## src/rtl/traffic_lights_pkg.sv

```systemverilog
// Shared definitions for the parametrised two-way traffic light controller.
// Contents:
//   state_t     - controller phases, including night flash mode
//   LAMP_*      - 3-bit lamp encodings {red,yellow,green}
//   SEG_BLANK   - 7-segment pattern for a dark digit
//   seg7_digit  - 7-segment table for decimal digits 0-9, {a,b,c,d,e,f,g} active-high
package traffic_lights_pkg;

  typedef enum logic [2:0] {
    RED_A,
    ROW_GREEN,
    ROW_YELLOW,
    RED_B,
    COL_GREEN,
    COL_YELLOW,
    FLASH
  } state_t;

  localparam logic [2:0] LAMP_RED    = 3'b100;
  localparam logic [2:0] LAMP_YELLOW = 3'b010;
  localparam logic [2:0] LAMP_GREEN  = 3'b001;
  localparam logic [2:0] LAMP_OFF    = 3'b000;

  localparam logic [6:0] SEG_BLANK = 7'b0000000;

  function automatic logic [6:0] seg7_digit(input logic [3:0] digit);
    case (digit)
      4'd0:    seg7_digit = 7'b1111110;
      4'd1:    seg7_digit = 7'b0110000;
      4'd2:    seg7_digit = 7'b1101101;
      4'd3:    seg7_digit = 7'b1111001;
      4'd4:    seg7_digit = 7'b0110011;
      4'd5:    seg7_digit = 7'b1011011;
      4'd6:    seg7_digit = 7'b1011111;
      4'd7:    seg7_digit = 7'b1110000;
      4'd8:    seg7_digit = 7'b1111111;
      4'd9:    seg7_digit = 7'b1111011;
      default: seg7_digit = SEG_BLANK;
    endcase
  endfunction

endpackage

```

## src/rtl/segment_counter_display.sv

```systemverilog
// Binary value to DIGITS-digit 7-segment countdown display.
// Values above 10^DIGITS-1 show as all nines; leading zeros are shown.
// Ports:
//   value    in  VALUE_W    unsigned binary value to show
//   blank    in  1          forces every segment dark
//   segments out 7*DIGITS   most significant digit in the top 7 bits
module segment_counter_display
  import traffic_lights_pkg::*;
#(
  parameter int VALUE_W = 7,
  parameter int DIGITS  = 2
) (
  input  logic [VALUE_W-1:0]  value,
  input  logic                blank,
  output logic [7*DIGITS-1:0] segments
);

  localparam logic [31:0] LIMIT = 32'(10 ** DIGITS - 1);

  logic [31:0] rest;
  logic [3:0]  digit;

  // Digits are peeled off least significant first; division by a constant
  // keeps this a fixed combinational network.
  always_comb begin
    segments = '0;
    digit    = '0;
    rest     = 32'(value);
    if (rest > LIMIT) rest = LIMIT;
    for (int i = 0; i < DIGITS; i++) begin
      digit = 4'(rest % 32'd10);
      segments[7*i +: 7] = blank ? SEG_BLANK : seg7_digit(digit);
      rest = rest / 32'd10;
    end
  end

endmodule

```

## src/rtl/traffic_lights_param.sv

```systemverilog
// Parametrised row/column intersection controller with night flash mode.
// Phases advance only on the one-cycle tick strobe; lamps and countdown
// displays are combinational decodes of the registered state.
// Optional feature macro: PED_REQUEST_EN (adds ped_request port and latch
// that shortens the current green to PED_GREEN_MIN ticks).
// Ports:
//   clock                  in  1         rising-edge clock
//   reset                  in  1         synchronous, active-low
//   tick                   in  1         advance strobe
//   night_mode             in  1         level request for flash mode
//   ped_request            in  1         pedestrian pulse (PED_REQUEST_EN only)
//   row_traffic_lights     out 3         {red,yellow,green}
//   column_traffic_lights  out 3         {red,yellow,green}
//   row_display            out 7*DIGITS  row countdown, MS digit first
//   column_display         out 7*DIGITS  column countdown, MS digit first
module traffic_lights_param
  import traffic_lights_pkg::*;
#(
  parameter int GREEN_TIME    = 25,
  parameter int YELLOW_TIME   = 5,
  parameter int ALL_RED_TIME  = 2,
  parameter int DIGITS        = 2,
  parameter int PED_GREEN_MIN = 5
) (
  input  logic                clock,
  input  logic                reset,
  input  logic                tick,
  input  logic                night_mode,
`ifdef PED_REQUEST_EN
  input  logic                ped_request,
`endif
  output logic [2:0]          row_traffic_lights,
  output logic [2:0]          column_traffic_lights,
  output logic [7*DIGITS-1:0] row_display,
  output logic [7*DIGITS-1:0] column_display
);

  // PED_GREEN_MIN never exceeds GREEN_TIME, so including it cannot widen the counter.
  localparam int MAX_A   = (GREEN_TIME > YELLOW_TIME) ? GREEN_TIME : YELLOW_TIME;
  localparam int MAX_B   = (ALL_RED_TIME > PED_GREEN_MIN) ? ALL_RED_TIME : PED_GREEN_MIN;
  localparam int MAX_DUR = (MAX_A > MAX_B) ? MAX_A : MAX_B;
  localparam int CW      = (MAX_DUR > 1) ? $clog2(MAX_DUR) : 1;
  localparam int SW      = CW + 2;

  localparam logic [CW-1:0] GREEN_LOAD   = CW'(GREEN_TIME - 1);
  localparam logic [CW-1:0] YELLOW_LOAD  = CW'(YELLOW_TIME - 1);
  localparam logic [CW-1:0] ALL_RED_LOAD = CW'(ALL_RED_TIME - 1);

  state_t        state, state_n;
  logic [CW-1:0] count, count_n;
  logic          flash, flash_n;

`ifdef PED_REQUEST_EN
  localparam logic [CW-1:0] PED_LOAD = CW'(PED_GREEN_MIN - 1);
  logic ped_latch, ped_latch_n;
  logic ped_active;
  // A fresh pulse shortens immediately rather than waiting a cycle for the latch.
  assign ped_active = ped_latch | ped_request;
`endif

  always_ff @(posedge clock) begin
    if (!reset) begin
      state <= RED_A;
      count <= ALL_RED_LOAD;
      flash <= 1'b0;
`ifdef PED_REQUEST_EN
      ped_latch <= 1'b0;
`endif
    end else begin
      state <= state_n;
      count <= count_n;
      flash <= flash_n;
`ifdef PED_REQUEST_EN
      ped_latch <= ped_latch_n;
`endif
    end
  end

  always_comb begin
    state_n = state;
    count_n = count;
    flash_n = flash;
`ifdef PED_REQUEST_EN
    ped_latch_n = ped_latch;
    if (ped_request && state != FLASH) ped_latch_n = 1'b1;
`endif
    if (tick) begin
      if (state == FLASH) begin
        if (night_mode) begin
          flash_n = ~flash;
        end else begin
          state_n = RED_A;
          count_n = ALL_RED_LOAD;
          flash_n = 1'b0;
        end
      end else if (count != '0) begin
        count_n = count - CW'(1);
      end else begin
        case (state)
          RED_A, RED_B: begin
`ifdef PED_REQUEST_EN
            ped_latch_n = 1'b0;
`endif
            // Night mode is only honoured at an all-red boundary.
            if (night_mode) begin
              state_n = FLASH;
              flash_n = 1'b0;
            end else begin
              state_n = (state == RED_A) ? ROW_GREEN : COL_GREEN;
              count_n = GREEN_LOAD;
            end
          end
          ROW_GREEN: begin
            state_n = ROW_YELLOW;
            count_n = YELLOW_LOAD;
          end
          ROW_YELLOW: begin
            state_n = RED_B;
            count_n = ALL_RED_LOAD;
          end
          COL_GREEN: begin
            state_n = COL_YELLOW;
            count_n = YELLOW_LOAD;
          end
          default: begin
            state_n = RED_A;
            count_n = ALL_RED_LOAD;
          end
        endcase
      end
    end
`ifdef PED_REQUEST_EN
    if ((state == ROW_GREEN || state == COL_GREEN) && ped_active && count > PED_LOAD)
      count_n = PED_LOAD;
`endif
  end

  always_comb begin
    row_traffic_lights    = LAMP_RED;
    column_traffic_lights = LAMP_RED;
    case (state)
      ROW_GREEN:  row_traffic_lights    = LAMP_GREEN;
      ROW_YELLOW: row_traffic_lights    = LAMP_YELLOW;
      COL_GREEN:  column_traffic_lights = LAMP_GREEN;
      COL_YELLOW: column_traffic_lights = LAMP_YELLOW;
      FLASH: begin
        row_traffic_lights    = flash ? LAMP_YELLOW : LAMP_OFF;
        column_traffic_lights = flash ? LAMP_RED : LAMP_OFF;
      end
      default: ;
    endcase
  end

  // A red direction shows the ticks until its own green: the rest of the
  // current phase plus every phase still queued before that green.
  logic [SW-1:0] remain, row_value, col_value;
  assign remain = SW'(count) + SW'(1);

  always_comb begin
    row_value = remain;
    col_value = remain;
    case (state)
      RED_A:      col_value = remain + SW'(GREEN_TIME + YELLOW_TIME + ALL_RED_TIME);
      ROW_GREEN:  col_value = remain + SW'(YELLOW_TIME + ALL_RED_TIME);
      ROW_YELLOW: col_value = remain + SW'(ALL_RED_TIME);
      RED_B:      row_value = remain + SW'(GREEN_TIME + YELLOW_TIME + ALL_RED_TIME);
      COL_GREEN:  row_value = remain + SW'(YELLOW_TIME + ALL_RED_TIME);
      COL_YELLOW: row_value = remain + SW'(ALL_RED_TIME);
      default: ;
    endcase
  end

  logic blank;
  assign blank = (state == FLASH);

  segment_counter_display #(.VALUE_W(SW), .DIGITS(DIGITS)) u_row_display (
    .value    (row_value),
    .blank    (blank),
    .segments (row_display)
  );

  segment_counter_display #(.VALUE_W(SW), .DIGITS(DIGITS)) u_column_display (
    .value    (col_value),
    .blank    (blank),
    .segments (column_display)
  );

endmodule

```

## config.mk

```make
export PLATFORM = sky130hd
export DESIGN_NAME = traffic_lights_param
export DESIGN_NICKNAME = d
export VERILOG_FILES = /design/src/rtl/traffic_lights_pkg.sv /design/src/rtl/segment_counter_display.sv /design/src/rtl/traffic_lights_param.sv
export SDC_FILE = /design/constraint.sdc
export NUM_CORES = 1
export LEC_CHECK = 0
export CAP_MARGIN = 40
export CORE_MARGIN = 1
export CORE_UTILIZATION = 30
export DETAILED_ROUTE_END_ITERATION = 16
export PLACE_DENSITY_LB_ADDON = 0.12
export SLEW_MARGIN = 20
export SYNTH_ARGS = -nofsm -noshare
export SYNTH_HDL_FRONTEND = slang
export SYNTH_HIERARCHICAL = 1
export SYNTH_SLANG_ARGS = --single-unit
export TNS_END_PERCENT = 30
```

## constraint.sdc

```tcl
create_clock -name clock -period 18.95 [get_ports clock]
set_input_delay 2.8425 -clock clock [delete_from_list [all_inputs] [get_ports clock]]
set_output_delay 2.8425 -clock clock [all_outputs]
set_load 0.02 [all_outputs]
```

==> results of run 1 <==
-- cells in the mapped netlist (all sizes together) (14+ instances only) --
library cell,count,share of area [%]
a21oi,46,5.6
nor3,15,2.1
xnor2,18,4.6
nand3,17,2.4
nor2,60,5.4
o21ai,31,4.1
ha,40,12
a211oi,16,3.6
nand2,49,4.7
buf,22,3.7
clkbuf,14,2.4
inv,41,3.6
-- cells by family after synthesis --
group,share of synthesized area [%]
AOI/OAI and AO/OA,36.74
xor gates and xnor gates,6.514
adders and majority gates,11.81
buffers and inverters,9.728
DFF,4.169
muxes,4.632
and+or+nand+nor,26.40
-- critical path, delay by kind of cell (launching register included) --
kind	cells	cell delay, ns
AO/OA/AOI/OAI	9	1.93
flip-flops	1	0.71
buffers and inverters	4	0.99
AND/OR/NAND/NOR	11	2.42
XOR/XNOR	1	0.21
adder cells (fa/ha/maj)	4	1.28
-- path summary, 6_finish.rpt --
| path | start | endpoint | slack (ns) | cells after the start |
|---|---|---|---|---|
| setup / recovery | count[0] | row_display[0] | 8.33 | 29 |
| hold / removal | flash | flash | 0.49 | 1 |
| setup reg to reg | state[2] | state[1] | 16.70 | 4 |
| hold reg to reg | flash | flash | 0.49 | 1 |
-- metrics by stage --
step	setup slack, ns	power [mW]	utilization [%]	area, um2
after global routing	7.606	0.9847	34.23	4788
final	8.326	0.9049	34.23	4788
after CTS	8.409	0.9112	34.23	4788
after floorplan	10.08	0.6145	-	4322
after detailed placement	8.702	0.8678	33.66	4708
after global placement	8.979	0.8647	33.60	4701
-- state kept, by name (all words and copies together), names as in the netlist --
| register | cells |
|---|---|
| count | 5 |
| flash | 1 |
| state | 3 |
-- routing by layer --
metal  vias up  wire, um  global-route usage, %  part of all wire, %
li1       2166         -                      -                    -
met1      2046      5739                  21.60                   48
met2        90      5602                  28.00                   47
met3        17       311                 0.7022                  2.6
met4         0       188                  3.704                  1.6
met5         -         0                      0                    0
-- where the power goes --
| part | leakage (nW) | total, mW | internal [mW] | switching [mW] |
|---|---|---|---|---|
| registers | 0.0736 | 0.0325 | 0.0216 | 0.0108 |
| clock network | 0.0409 | 0.0388 | 0.0280 | 0.0108 |
| logic | 1.72 | 0.834 | 0.372 | 0.462 |
-- layout make-up --
| class | count | area, um2 |
|---|---|---|
| clock buffers | 3 | 75.07 |
| clock inverters | 1 | 5.005 |
| fillers | 1492 | 9200 |
| inverters | 41 | 153.9 |
| multi-input cells | 496 | 3726 |
| flip-flops and latches | 9 | 180.2 |
| well taps | 180 | 225.2 |
| repair buffers | 44 | 422.9 |
==> out/metrics.yaml, run 1 <==
layout_commonest_cell: "nor2_1"
clkTransAtPathRegs_ns: 0.05
crit_top_cell: "ha_1"
crit_fanout: 17
startpoint_type: "register"
rsz0062_at_grt: "false"
synthArstFlopShare_pct: 0
initial_core_util_pct: 30.89
status: "finished, final reports clean"
grt.overflow.total: 0
synth-seq-cells: 9
maxSlewHeadroom_pct: 46.16
gp_congestion: 0.8735
drc: 0
io_buffers: 37
ys_seq_area_share_pct: 4.169
cts_tree: "yes"
p_leak_nw: 1.832
worst-slew-pin-transition_ns: 0.8018
globalRouteTotalUtil_pct: 16.07
powerDensity_nw_per_um2: 189.0
die_x_um: 122.0
numCtsBuffers: 3
ys_warn_count: 6
final_nets: 639
synth_area_per_cell_um2: 7.426
crit_type: "register to primary output"
netlist_instances: 582
layout_common_cells: "59 x nor2_1, 45 x nand2_1, 45 x a21oi_1"
synth-main-ff-cell: "dfxtp_1"
avgRoutedWirePerCell_um: 15.30
grt_pass1_vias: 4101
drv_cap: 0
clock_skew_ns: 0.007148
hold_viol_final: 0
ios: 38
drt-vias-per-instance: 5.580
first_iter_violations: 319
tns_ns: 0
vias: 4319
coreArea_um2: 13990
syn_area_um2: 4322
grt_max_degree: 27
cts_root_buf: "clkbuf_16"
clock_latency_ns: 0.24
fp-row-count: 43
slowest_delay_ns: 0.71
setup_viol: 0
hp-class: "register to register"
diodes: 0
cp.required_ns: 16.11
totalWireLength_mm: 11.84
cpMaxStageDelayCell: "dfxtp_1"
cts_setup_buffers: 0
fmax_mhz: 94.12
post-route-period-util_pct: 56.06
clock_sinks: 9
vdd_drop_max_v: 0.00009929
slew_viol_final: 0
hold_buffers: 0
end_kind: "primary output"
holdWs_ns: 0.4860
arrival_ns: 7.78
drive_gt1_share_pct: 12.63
dr.pass1.iters: 4
fin_crit_ns: 10.62
synth_nets: 626
dp.cells: 770
synth_cell_type_count: 104
fin_cells: 774
die_h_um: 122.0
antenna_found_initial: 0
cts.path.max_buffers: 2
syn2layout_area_growth_pct: 10.80
hpwl_mm: 9.270
h-tree-depth: 1
grt_pass1_wl_mm: 19.99
ant_nets: 0
ctsResizeCount: 0
dieArea_um2: 14890
synth_edf_count: 0
Power figures use the tool's default switching activity.
==> run 2: changes to the inputs <==
Clock period 18.95 ns to 10.81 ns, I/O delays scaled along.
==> out/metrics.yaml, run 2 (synthesis results as in run 1) <==
status: "finished, final reports clean"
worst-slew-pin-transition_ns: 0.7979  # -0.003899 ns
top_regs: "count (5), state (3), flash (1)"
diodes: 0  # unchanged
seqPwrFrac_pct: 3.6  # about the same
hp-class: "register to register"
grt.overflow.total: 0  # unchanged
drc: 0  # unchanged
grt_max_degree: 27  # unchanged
crit_type: "register to primary output"
fin_crit_ns: 9.327
h-tree-depth: 1  # unchanged
drive_gt1_share_pct: 12.46  # -0.17 points
maxSlewHeadroom_pct: 46.81  # +0.64 points
ant_nets: 0  # unchanged
cp.required_ns: 9.19  # -6.92 ns
top_register: "count"
avgRoutedWirePerCell_um: 15.40  # +0.68%
syn2layout_area_growth_pct: 10.77  # about the same
crit_fanout: 17  # unchanged
regToRegEndpoint: "count[2]"
multi_input_area_um2: 3726  # unchanged
cpMaxStageDelayCell: "dfxtp_1"
globalRouteTotalUtil_pct: 15.96  # -0.11 points
arrival_ns: 7.71  # -0.07 ns
totalWireLength_mm: 11.92  # +0.68%
cts_root_buf: "clkbuf_16"
setup_viol: 0  # unchanged
initial_core_util_pct: 30.89  # unchanged
largest_reg_flops: 5  # unchanged
post-route-period-util_pct: 86.28
slew_viol_final: 0  # unchanged
cts_tree: "yes"
crit_end: "row_display[0]"
p_int_mw: 0.7392  # +75%
dr.pass1.iters: 5  # +1
drt-vias-per-instance: 5.570  # -0.19%
p_leak_nw: 1.829  # -0.15%
vias: 4311  # -0.19%
hold_buffers: 0  # unchanged
gp_congestion: 0.8800  # +0.74%
combPwrFrac_pct: 92.2  # about the same
drv_cap: 0  # unchanged
grt_pass1_vias: 3949  # -3.7%
end_kind: "primary output"
place_area_um2: 4708  # unchanged
layout_commonest_cell: "nor2_1"
grt_pass1_wl_mm: 19.73  # -1.3%
hpwl_mm: 9.281  # +0.12%
startpoint: "count[0]"
first_iter_violations: 288  # -9.7%
vdd_drop_max_v: 0.0001808  # +82%
io_buffers: 37  # unchanged
layout_common_cells: "59 x nor2_1, 45 x nand2_1, 45 x a21oi_1"
cts.path.max_buffers: 2  # unchanged
p_switching_mw: 0.8451  # +75%
slowest_delay_ns: 0.70  # about the same
reg2reg_depth: 5  # +1
regArea_um2: 180.2  # unchanged
numCtsBuffers: 3  # unchanged
die_h_um: 122.0  # unchanged
fp-row-count: 43  # unchanged
tns_ns: 0  # unchanged
clkTransAtPathRegs_ns: 0.04  # about the same
startpoint_type: "register"
reg2reg_from: "state[2]"
swShare_pct: 53.34  # -0.10 points
die_x_um: 122.0  # unchanged
r2r_setup_slack_ns: 8.55  # -8.15 ns
clkPwrFrac_pct: 4.2  # about the same
antenna_found_initial: 0  # unchanged
rsz0062_at_grt: "false"
crit_top_cell: "ha_1"
fmax_mhz: 107.2
clock_skew_ns: 0.002750  # -0.004397 ns
design_area_um2: 4787  # about the same
clock_sinks: 9  # unchanged
cts_setup_buffers: 0  # unchanged
ios: 38  # unchanged
clock_latency_ns: 0.24  # about the same
dieArea_um2: 14890  # unchanged
coreArea_um2: 13990  # unchanged
ctsResizeCount: 0  # unchanged
powerDensity_nw_per_um2: 331.0  # +75%
hold_viol_final: 0  # unchanged
fillers: 1498  # +0.40%
final_nets: 639  # unchanged
[run 2: changes by cell type in the layout (fill, tap and decap cells not counted), sizes merged]
cell	before	now
clkinv	1	0
clkbuf	3	4
[run 2: area by class of cell]
| cell class | count | area share [%] |
|---|---|---|
| Multi-Input combinational cell | 496 | 77.84 |
| Timing Repair Buffer | 44 | 8.834 |
| Tap cell | 180 | 4.705 |
| Sequential cell | 9 | 3.764 |
| Inverter | 41 | 3.215 |
| Clock buffer | 4 | 1.647 |
[run 2: layer usage]
layer	GRT usage (%)	share of wire, %
met2	28.28	49
met1	21.53	48
met3	0.6086	2.3
met5	0	0
met4	2.623	0.82
[run 2: worst min-delay path by stage]
stage / startpoint / to / cells after the start
4_1_cts: flash / flash / 1
5_1_grt: flash / flash / 1
3_5_place_dp: flash / flash / 1
6_report: flash / flash / 1
3_3_place_gp: flash / flash / 1
2_1_floorplan: flash / flash / 1
[run 2: power by group through the flow]
stage / sequential [mW] / combinational (mW) / clock, mW
final: 0.0572 / 1.46 / 0.0659
after global routing: 0.0588 / 1.59 / 0.0693
after CTS: 0.0567 / 1.47 / 0.0680
after detailed placement: 0.0573 / 1.46 / 0
after global placement: 0.0572 / 1.46 / 0
after floorplan: 0.0418 / 1.04 / 0
[run 2: critical path: cells and delay by family, from the launching register on]
kind / cells / cell delay [ns]
flip-flops: 1 / 0.70
AND/OR/NAND/NOR: 11 / 2.35
AO/OA/AOI/OAI: 9 / 1.94
XOR/XNOR: 1 / 0.15
buffers and inverters: 4 / 1.06
adder cells (fa/ha/maj): 4 / 1.26
[run 2: per-stage QoR]
step                      util [%]  power [mW]  hold slack [ns]  instances  worst slack [ns]
after global placement       33.66       1.517           0.4753        770             2.051
after detailed placement     33.66       1.517           0.4836        770             1.771
after CTS                    34.22       1.592           0.4920        774             1.494
after global routing         34.22       1.718           0.5134        774            0.7812
after floorplan                  -       1.077           0.4460        582             3.160
final                        34.22       1.584           0.5005        774             1.483
==> run 3: changes to the inputs <==
Settings changed: CORE_MARGIN 1 to 4.
==> out/metrics.yaml, run 3 (synthesis results as in run 1) <==
syn2layout_area_growth_pct: 10.77  # unchanged
grt_pass1_vias: 4027  # +2.0%
power_mw: 1.587  # +0.17%
dr.pass1.iters: 5  # unchanged
top_register: "count"
worst-slew-pin-transition_ns: 0.7921  # -0.005850 ns
first_iter_violations: 284  # -1.4%
ios: 38  # unchanged
tns_ns: 0  # unchanged
coreArea_um2: 13990  # unchanged
clock_skew_ns: 0.0005783  # -0.002172 ns
fillers: 1509  # +0.73%
cts_tree: "yes"
regArea_um2: 180.2  # unchanged
combPwrFrac_pct: 92.3  # about the same
top_regs: "count (5), state (3), flash (1)"
cts.path.max_buffers: 2  # unchanged
vdd_drop_max_v: 0.0001571  # -13%
startpoint_type: "register"
powerDensity_nw_per_um2: 331.5  # +0.17%
dp.cells: 770  # unchanged
rsz0062_at_grt: "false"
clkPwrFrac_pct: 4.1  # about the same
fmax_mhz: 107.4  # +0.15%
setup_slack_ns: 1.497  # +0.01352 ns
crit_buf_inv: 4  # unchanged
layout_common_cells: "59 x nor2_1, 45 x nand2_1, 45 x a21oi_1"
multi_input_area_um2: 3726  # unchanged
die_h_um: 128.0  # +4.9%
globalRouteTotalUtil_pct: 13.55  # -2.4 points
h-tree-depth: 1  # unchanged
p_int_mw: 0.7392  # about the same
fin_crit_ns: 9.313  # -0.01352 ns
arrival_ns: 7.69  # -0.02 ns
clock_latency_ns: 0.23  # about the same
crit_type: "register to primary output"
p_leak_nw: 1.829  # unchanged
slew_viol_final: 0  # unchanged
hp-class: "register to register"
drt-vias-per-instance: 5.514  # -1.0%
ctsResizeCount: 0  # unchanged
hpwl_mm: 9.184  # -1.0%
p_switching_mw: 0.8478  # +0.32%
drc: 0  # unchanged
clkTransAtPathRegs_ns: 0.04  # about the same
setup_viol: 0  # unchanged
avgRoutedWirePerCell_um: 14.99  # -2.7%
fin_cells: 774  # unchanged
numCtsBuffers: 3  # unchanged
maxSlewHeadroom_pct: 47.20  # +0.39 points
cp.required_ns: 9.19  # about the same
drv_cap: 0  # unchanged
swShare_pct: 53.42  # +0.082 points
initial_core_util_pct: 30.89  # unchanged
slowest_delay_ns: 0.68  # -0.02 ns
post-place-ws_ns: 1.836  # +0.06453 ns
cts_root_buf: "clkbuf_16"
hold_buffers: 0  # unchanged
grt_pass1_wl_mm: 19.29  # -2.3%
status: "finished, final reports clean"
clock_sinks: 9  # unchanged
ant_nets: 0  # unchanged
totalWireLength_mm: 11.60  # -2.7%
grt.overflow.total: 0  # unchanged
die_x_um: 128.0  # +4.9%
io_buffers: 37  # unchanged
layout_commonest_cell: "nor2_1"
gp_congestion: 0.8851  # +0.58%
cts_setup_buffers: 0  # unchanged
largest_reg_flops: 5  # unchanged
drive_gt1_share_pct: 12.46  # unchanged
cpMaxStageDelayCell: "dfxtp_1"
fp-row-count: 43  # unchanged
crit_fanout: 17  # unchanged
dieArea_um2: 16390  # +10%
crit_family: "simple AND/OR/NAND/NOR gates"
end_kind: "primary output"
crit_top_cell: "ha_1"
hold_viol_final: 0  # unchanged
antenna_found_initial: 0  # unchanged
diodes: 0  # unchanged
seqPwrFrac_pct: 3.6  # about the same
final_nets: 639  # unchanged
vias: 4268  # -1.0%
post-route-period-util_pct: 86.15  # -0.13 points
grt_max_degree: 27  # unchanged
[run 3: cell counts in the layout (fill, tap and decap cells not counted)]
Identical to the previous run, type by type.
[run 3: stage by stage]
step	hold slack (ns)	cell area (um2)	util [%]
6_report	0.4871	4787	34.22
5_1_grt	0.5196	4787	34.22
4_1_cts	0.4921	4787	34.22
3_5_place_dp	0.4784	4708	33.66
3_3_place_gp	0.4740	4708	33.66
2_1_floorplan	0.4460	4322	-
[run 3: worst paths after layout]
kind,start,to,slack (ns),cells past startpoint
setup / recovery,count[0],row_display[0],1.50,29
hold reg to reg,flash,flash,0.49,1
setup reg to reg,state[2],state[1],8.58,4
hold / removal,flash,flash,0.49,1
[run 3: metal layers]
layer | global-route usage [%] | up-vias | part of all wire (%)
met3 | 0.7917 | 16 | 2.7
met5 | 0 | - | 0
met1 | 18.86 | 2006 | 48
met4 | 3.121 | 0 | 1.8
li1 | - | 2161 | -
met2 | 22.98 | 85 | 47
[run 3: final cells by class]
cell class                 count  share of cell area (%)
sequential                     9                   3.764
timing repair buffer          44                   8.834
clock buffer                   4                   1.647
inverter                      41                   3.215
multi-input combinational    496                   77.84
tap                          180                   4.705
[run 3: worst register-to-register path, cell delays in order (launching register included)]
cell and delay (ns):
dfxtp_1 0.79, and3b_2 0.67, mux2i_1 0.24, nand2_1 0.12
o221a_1 0.29
[run 3: power groups by stage]
stage | Sequential, mW | Combinational [mW] | Clock (mW)
floorplan | 0.0418 | 1.04 | 0
global placement | 0.0571 | 1.47 | 0
detailed placement | 0.0572 | 1.47 | 0
CTS | 0.0565 | 1.47 | 0.0666
global route | 0.0590 | 1.59 | 0.0682
finish | 0.0570 | 1.47 | 0.0650
